`src/rtl/lut_pkg.sv`:
```
// Shared FSM state type and sizing helpers for lut_eval_sweep and its sweep controller.
package lut_pkg;

  typedef enum logic [1:0] {
    ST_IDLE  = 2'd0,
    ST_SWEEP = 2'd1,
    ST_DONE  = 2'd2
  } lut_state_e;

  // Width of the RST_TABLE parameter; rows beyond it reset to zero.
  localparam int LUT_RST_BITS = 64;

  function automatic int lut_depth(input int n_in);
    return 2 ** n_in;
  endfunction

  // One extra bit so an all-ones channel reads 2^N_IN instead of wrapping to 0.
  function automatic int lut_cnt_w(input int n_in);
    return n_in + 1;
  endfunction

endpackage

```
`src/rtl/lut_sweep_ctrl.sv`:
```
// Sweep sequencer: IDLE -> SWEEP (one row index per cycle) -> DONE -> IDLE,
// with registered busy/done flags aligned to the registered evaluation outputs.
module lut_sweep_ctrl
  import lut_pkg::*;
#(
  parameter int N_IN = 4
)(
  input  logic            clk,
  input  logic            rst_n,
  input  logic            i_start,
  output lut_state_e      o_state,
  output logic [N_IN-1:0] o_idx,
  output logic            o_busy,
  output logic            o_done
);

  lut_state_e      r_state;
  logic [N_IN-1:0] r_idx;
  logic            r_busy;
  logic            r_done;

  always_ff @(posedge clk or negedge rst_n) begin
    if (!rst_n) begin
      r_state <= ST_IDLE;
      r_idx   <= '0;
      r_busy  <= 1'b0;
      r_done  <= 1'b0;
    end else begin
      // Flags lag the state by one edge, matching the output register stage.
      r_busy <= (r_state == ST_SWEEP);
      r_done <= (r_state == ST_DONE);
      unique case (r_state)
        ST_IDLE: begin
          if (i_start) begin
            r_state <= ST_SWEEP;
            r_idx   <= '0;
          end
        end
        ST_SWEEP: begin
          r_idx <= r_idx + 1'b1;
          if (r_idx == '1) begin
            r_state <= ST_DONE;
          end
        end
        ST_DONE: begin
          r_state <= ST_IDLE;
        end
        default: begin
          r_state <= ST_IDLE;
        end
      endcase
    end
  end

  assign o_state = r_state;
  assign o_idx   = r_idx;
  assign o_busy  = r_busy;
  assign o_done  = r_done;

endmodule

```
`src/rtl/lut_eval_sweep.sv`:
```
// Writable N_OUT-channel truth table over N_IN inputs with registered evaluation and a
// hardware minterm-count sweep. Define LUT_RST_TABLE_EN to reset channel 0 to RST_TABLE.
module lut_eval_sweep
  import lut_pkg::*;
#(
  parameter int                      N_IN      = 4,
  parameter int                      N_OUT     = 1,
  parameter logic [LUT_RST_BITS-1:0] RST_TABLE = 64'hB1B1
)(
  input  logic                         clk,
  input  logic                         rst_n,
  input  logic                         cfg_we,
  input  logic [N_IN-1:0]              cfg_addr,
  input  logic [N_OUT-1:0]             cfg_data,
  input  logic                         in_valid,
  input  logic [N_IN-1:0]              in_vec,
  input  logic                         sweep_start,
  output logic                         out_valid,
  output logic [N_OUT-1:0]             out_vec,
  output logic [N_IN-1:0]              out_idx,
  output logic                         sweep_busy,
  output logic                         sweep_done,
  output logic [N_OUT*(N_IN+1)-1:0]    ones_cnt
);

  localparam int DEPTH = lut_depth(N_IN);
  localparam int CW    = lut_cnt_w(N_IN);

`ifdef LUT_RST_TABLE_EN
  localparam bit RST_EN = 1'b1;
`else
  localparam bit RST_EN = 1'b0;
`endif

  function automatic logic [N_OUT-1:0] row_reset(input int row);
    logic [N_OUT-1:0] v;
    v = '0;
    if (RST_EN && (row < LUT_RST_BITS)) begin
      v[0] = RST_TABLE[row[5:0]];
    end
    return v;
  endfunction

  lut_state_e       w_state;
  logic [N_IN-1:0]  w_idx;
  logic             w_busy;
  logic             w_done;
  logic             w_idle;
  logic             w_sweeping;
  logic             w_start_acc;
  logic             w_wr_en;
  logic             w_eval;
  logic [N_IN-1:0]  w_rd_addr;
  logic [N_OUT-1:0] w_rd_row;
  logic [N_OUT-1:0] w_rows [DEPTH];

  logic             r_out_valid;
  logic [N_OUT-1:0] r_out_vec;
  logic [N_IN-1:0]  r_out_idx;

  lut_sweep_ctrl #(
    .N_IN (N_IN)
  ) u_ctrl (
    .clk     (clk),
    .rst_n   (rst_n),
    .i_start (sweep_start),
    .o_state (w_state),
    .o_idx   (w_idx),
    .o_busy  (w_busy),
    .o_done  (w_done)
  );

  assign w_idle      = (w_state == ST_IDLE);
  assign w_sweeping  = (w_state == ST_SWEEP);
  assign w_start_acc = w_idle && sweep_start;
  // A cycle that accepts a sweep swallows both the write and the evaluation.
  assign w_wr_en     = w_idle && cfg_we && !sweep_start;
  assign w_eval      = w_idle && in_valid && !sweep_start;

  // One read port shared by evaluation and sweep; rows are read before same-edge writes land.
  assign w_rd_addr = w_sweeping ? w_idx : in_vec;
  assign w_rd_row  = w_rows[w_rd_addr];

  for (genvar gi = 0; gi < DEPTH; gi++) begin : g_row
    localparam logic [N_OUT-1:0] ROW_RST = row_reset(gi);
    logic [N_OUT-1:0] r_row;

    always_ff @(posedge clk or negedge rst_n) begin
      if (!rst_n) begin
        r_row <= ROW_RST;
      end else if (w_wr_en && (cfg_addr == N_IN'(gi))) begin
        r_row <= cfg_data;
      end
    end

    assign w_rows[gi] = r_row;
  end

  always_ff @(posedge clk or negedge rst_n) begin
    if (!rst_n) begin
      r_out_valid <= 1'b0;
      r_out_vec   <= '0;
      r_out_idx   <= '0;
    end else begin
      r_out_valid <= 1'b0;
      if (w_sweeping) begin
        r_out_valid <= 1'b1;
        r_out_vec   <= w_rd_row;
        r_out_idx   <= w_idx;
      end else if (w_eval) begin
        r_out_valid <= 1'b1;
        r_out_vec   <= w_rd_row;
        r_out_idx   <= in_vec;
      end
    end
  end

  for (genvar gi = 0; gi < N_OUT; gi++) begin : g_cnt
    logic [CW-1:0] r_cnt;

    always_ff @(posedge clk or negedge rst_n) begin
      if (!rst_n) begin
        r_cnt <= '0;
      end else if (w_start_acc) begin
        r_cnt <= '0;
      end else if (w_sweeping) begin
        r_cnt <= r_cnt + CW'(w_rd_row[gi]);
      end
    end

    assign ones_cnt[gi*CW +: CW] = r_cnt;
  end

  assign out_valid  = r_out_valid;
  assign out_vec    = r_out_vec;
  assign out_idx    = r_out_idx;
  assign sweep_busy = w_busy;
  assign sweep_done = w_done;

endmodule

```
`config.mk`:
```
export PLATFORM = sky130hd
export DESIGN_NAME = lut_eval_sweep
export DESIGN_NICKNAME = d
export VERILOG_FILES = /design/src/rtl/lut_pkg.sv /design/src/rtl/lut_sweep_ctrl.sv /design/src/rtl/lut_eval_sweep.sv
export SDC_FILE = /design/constraint.sdc
export NUM_CORES = 1
export LEC_CHECK = 0
export CORE_UTILIZATION = 55
export DETAILED_ROUTE_END_ITERATION = 16
export PLACE_DENSITY = 0.9
export RECOVER_POWER = 100
export SLEW_MARGIN = 20
export SYNTH_ARGS = -nofsm -noshare
export SYNTH_HDL_FRONTEND = slang
export SYNTH_SLANG_ARGS = --single-unit
```
`constraint.sdc`:
```
create_clock -name clk -period 4.2 [get_ports clk]
set_input_delay 0.84 -clock clk [delete_from_list [all_inputs] [get_ports clk]]
set_output_delay 0.84 -clock clk [all_outputs]
set_load 0.005 [all_outputs]
```
==> results.md <==
* Final non-filler cell total at 239
* Final Power at 1240 uW
* GRT overflow at 0
* Type of destination of the critical path: flip-flop
* Cells after Synth at 167
* Placed Area at 2050 sq um
* Fmax at 303 MHz
* Mux cell area share after synthesis at 0.179
* Remaining DRCs at 0
* Post-route ant nets at 0
* Outcome: complete, but fails checks
* R2r worst-path depth at 11
* Diode count at 0
* Pwr dens at 587 nW/um^2
* Synth Area in XOR/XNOR at 0.0149
* CTS Buffer Depth at 2
* Register area at 876 sq um
* Tmin final at 3300 ps
* Worst-Margin Slew at 1810 ps
* Mapped Nets at 184
* CTS H-Tree Depth at 2
* Fillcell total at 243
* Lkg Pwr at 0.000920 uW
* Post-synthesis register bit count at 35
* Setup Buffers After CTS at 0
* Num CTS Buffers at 5
* Hold EP: out_idx[1]$_DFFE_PN0P_
* Row count at 20
* R2R Setup Slk at 900 ps
* Placer congestion estimate at 0.870
* Largest stage delay, worst path at 580 ps
* CTS tree: yes
* Reg-to-Reg End: ones_cnt[4]$_DFFE_PN0P_
* CP startpoint kind: flip-flop
* First-pass GRT wire length at 5.84 mm
* Fin Setup TNS at 0 ps
* Worst Path Max Fanout at 16
* Die Span Y at 58.7 um
* Pin count of the biggest net entering global routing at 36
* HP Start: out_idx[1]$_DFFE_PN0P_
* I/O Buffers at 26
* Cell mode on critical path: ha_1
* Via density at 5.54
* Sequential area share after synthesis at 0.496
* Die X at 58.7 um
* Fin util at 0.692
* Vias in the first global route at 1279
* Routed via count at 1325
* Avg Inst Size Synth at 10.6 sq um
* Clk_lat worst skew at 340 ps
* Inst Count DP at 231
* Synth Area in Adders at 0.0213
* Hold Path Depth at 2
* Die footprint at 3440 sq um
* Max-cap viol count at 1
* Synth Area in Simple Gates at 0.157
* Worst vdd ir at 0.300 mV
* Failing checks: max-capacitance violations, max-slew violations
* Worst-path clk slew at 100 ps
* Synth warnings at 0
* DR pass1 iterations at 4
* Largest family of logic cells by synthesized area: multiplexers
* Worst slew margin at -0.206
* Fin area at 2110 sq um
* Final Skew at 11.3 ps
* RSZ-0062 raised after global routing: no
* Final Net Count at 211
* Initial core utilization at 0.578
* Synth Area in Compound Gates at 0.106
* Setup violations, final at 0
* Routed wire length at 3.47 mm
* Total GRT Usage at 0.233
* CP Class: reg2reg
* # IOs at 27
* Multi-input logic area at 838 sq um
* Final hold vios at 0
* CTS Hold Buffers Added at 0
* HP Class: reg2reg
* Mapped cell area at 1770 sq um
* Iteration-0 DRC count of the detailed router at 67
* CTS resizes at 0
* Layout cells sized above 1 at 0.138
* Crit path cell chain: nand2b_1 -> mux2i_4 -> mux2i_1 -> mux2_2 -> o22ai_1 -> or3_1 -> ha_1 -> ha_1 -> nand3_1 -> xor2_1 -> o21ai_0
* Final HPWL DP at 2.51 mm
* Cell variety after synth at 30
* Data arrival time of the worst path at 3500 ps
* CTS Sinks at 35
* Slew Limit Fails at 36
* Final Cycle Share at 0.786
* Worst path required time at 4400 ps
* WL/cell at 14.5 um
* Initial antenna violation count at 0
* RR Startpoint: u_ctrl.o_state[1]$_DFFE_PN0P_
* Area Growth Syn to Fin at 19.7%
* Worst path slowest cell: mux2i_4
* Core area at 3050 sq um
* Root Buffer: clkbuf_4
[worst max-delay path, delay by kind of cell, from the launching register on]
family / cells / cell delay, ps
flip-flops: 1 / 420
AND/OR/NAND/NOR: 3 / 980
AO/OA/AOI/OAI: 2 / 170
XOR/XNOR: 1 / 140
multiplexers: 3 / 1040
adder cells (fa/ha/maj): 2 / 410
[metrics by stage]
stage	setup slack, ps	hold slack [ps]
2_1_floorplan	1500	471
3_3_place_gp	896	466
3_5_place_dp	741	477
4_1_cts	889	500
5_1_grt	637	510
6_report	897	490
[routing by layer]
layer / share of wire / GRT usage
met1: 0.45 / 0.288
met2: 0.47 / 0.379
met3: 0.065 / 0.0857
met4: 0.014 / 0.0782
met5: 0 / 0
[flip-flops by register name, indices dropped and copies added (netlist names)]
signal / flops
g_row.r_row: 16
ones_cnt: 5
out_idx: 4
u_ctrl.o_idx: 4
u_ctrl.o_state: 2
out_valid: 1
out_vec: 1
u_ctrl.o_busy: 1
u_ctrl.o_done: 1
[layout make-up]
type                            instances  area share
Clock buffer                            8      0.0326
Inverter                                3     0.00533
Multi-Input combinational cell        122       0.397
Sequential cell                        35       0.414
Tap cell                               44      0.0261
Timing Repair Buffer                   27       0.125
[Yosys cell counts (all sizes together)]
cell	number	area, sq um
inv	3	11.3
buf	1	11.3
ha	3	37.5
and3	2	12.5
nor2	8	30.0
a21oi	2	10.0
o22ai	2	18.8
mux2	18	203
clkbuf	6	22.5
or3	1	6.26
dfrtp	35	876
o21bai	2	15.0
a31oi	2	12.5
nand3	8	40.0
nand2b	2	12.5
nor4b	1	8.76
nand2	27	101
nor2b	5	33.8
o41a	1	11.3
xor2	3	26.3
o21ai	14	70.1
a22o	3	26.3
nor3	2	10.0
mux2i	10	113
nor3b	3	22.5
a41oi	1	8.76
a211oi	2	15.0
[cell usage in the layout, fill, tap and decap left out, types with 3 or more instances in the layout]
cell type and instances:
a22o_1 3, clkbuf_4 5, clkdlybuf4s50_1 11, dfrtp_1 35
dlygate4sd3_1 15, ha_1 3, inv_1 3, mux2_2 18
mux2i_1 9, nand2_1 27, nand3_1 8, nor2_1 8
nor2b_1 4, nor3b_1 3, o21ai_0 14, xor2_1 3
[logic make-up after synthesis]
| logic type | after synthesis |
|---|---|
| buf+inv | 10 |
| simple gates | 59 |
| compound gates | 29 |
| xor+xnor | 3 |
| flops | 35 |
| mux | 28 |
| fa+ha+maj | 3 |
[worst max-delay path by stage]
stage | from | to | slack (ps)
CTS | u_ctrl.o_state[1]$_DFFE_PN0P_ | ones_cnt[4]$_DFFE_PN0P_ | 890
global route | u_ctrl.o_state[1]$_DFFE_PN0P_ | ones_cnt[2]$_DFFE_PN0P_ | 640
detailed placement | in_vec[0] | ones_cnt[4]$_DFFE_PN0P_ | 740
finish | u_ctrl.o_state[1]$_DFFE_PN0P_ | ones_cnt[4]$_DFFE_PN0P_ | 900
global placement | in_vec[0] | ones_cnt[4]$_DFFE_PN0P_ | 900
floorplan | in_vec[0] | ones_cnt[4]$_DFFE_PN0P_ | 1500
[power breakdown]
group / internal (uW) / leakage, uW / switching, uW
registers: 437 / 0.000454 / 92.1
logic: 252 / 0.000427 / 254
clock network: 98.4 / 0.0000386 / 106
No activity file was read; power rests on OpenSTA's default activity.
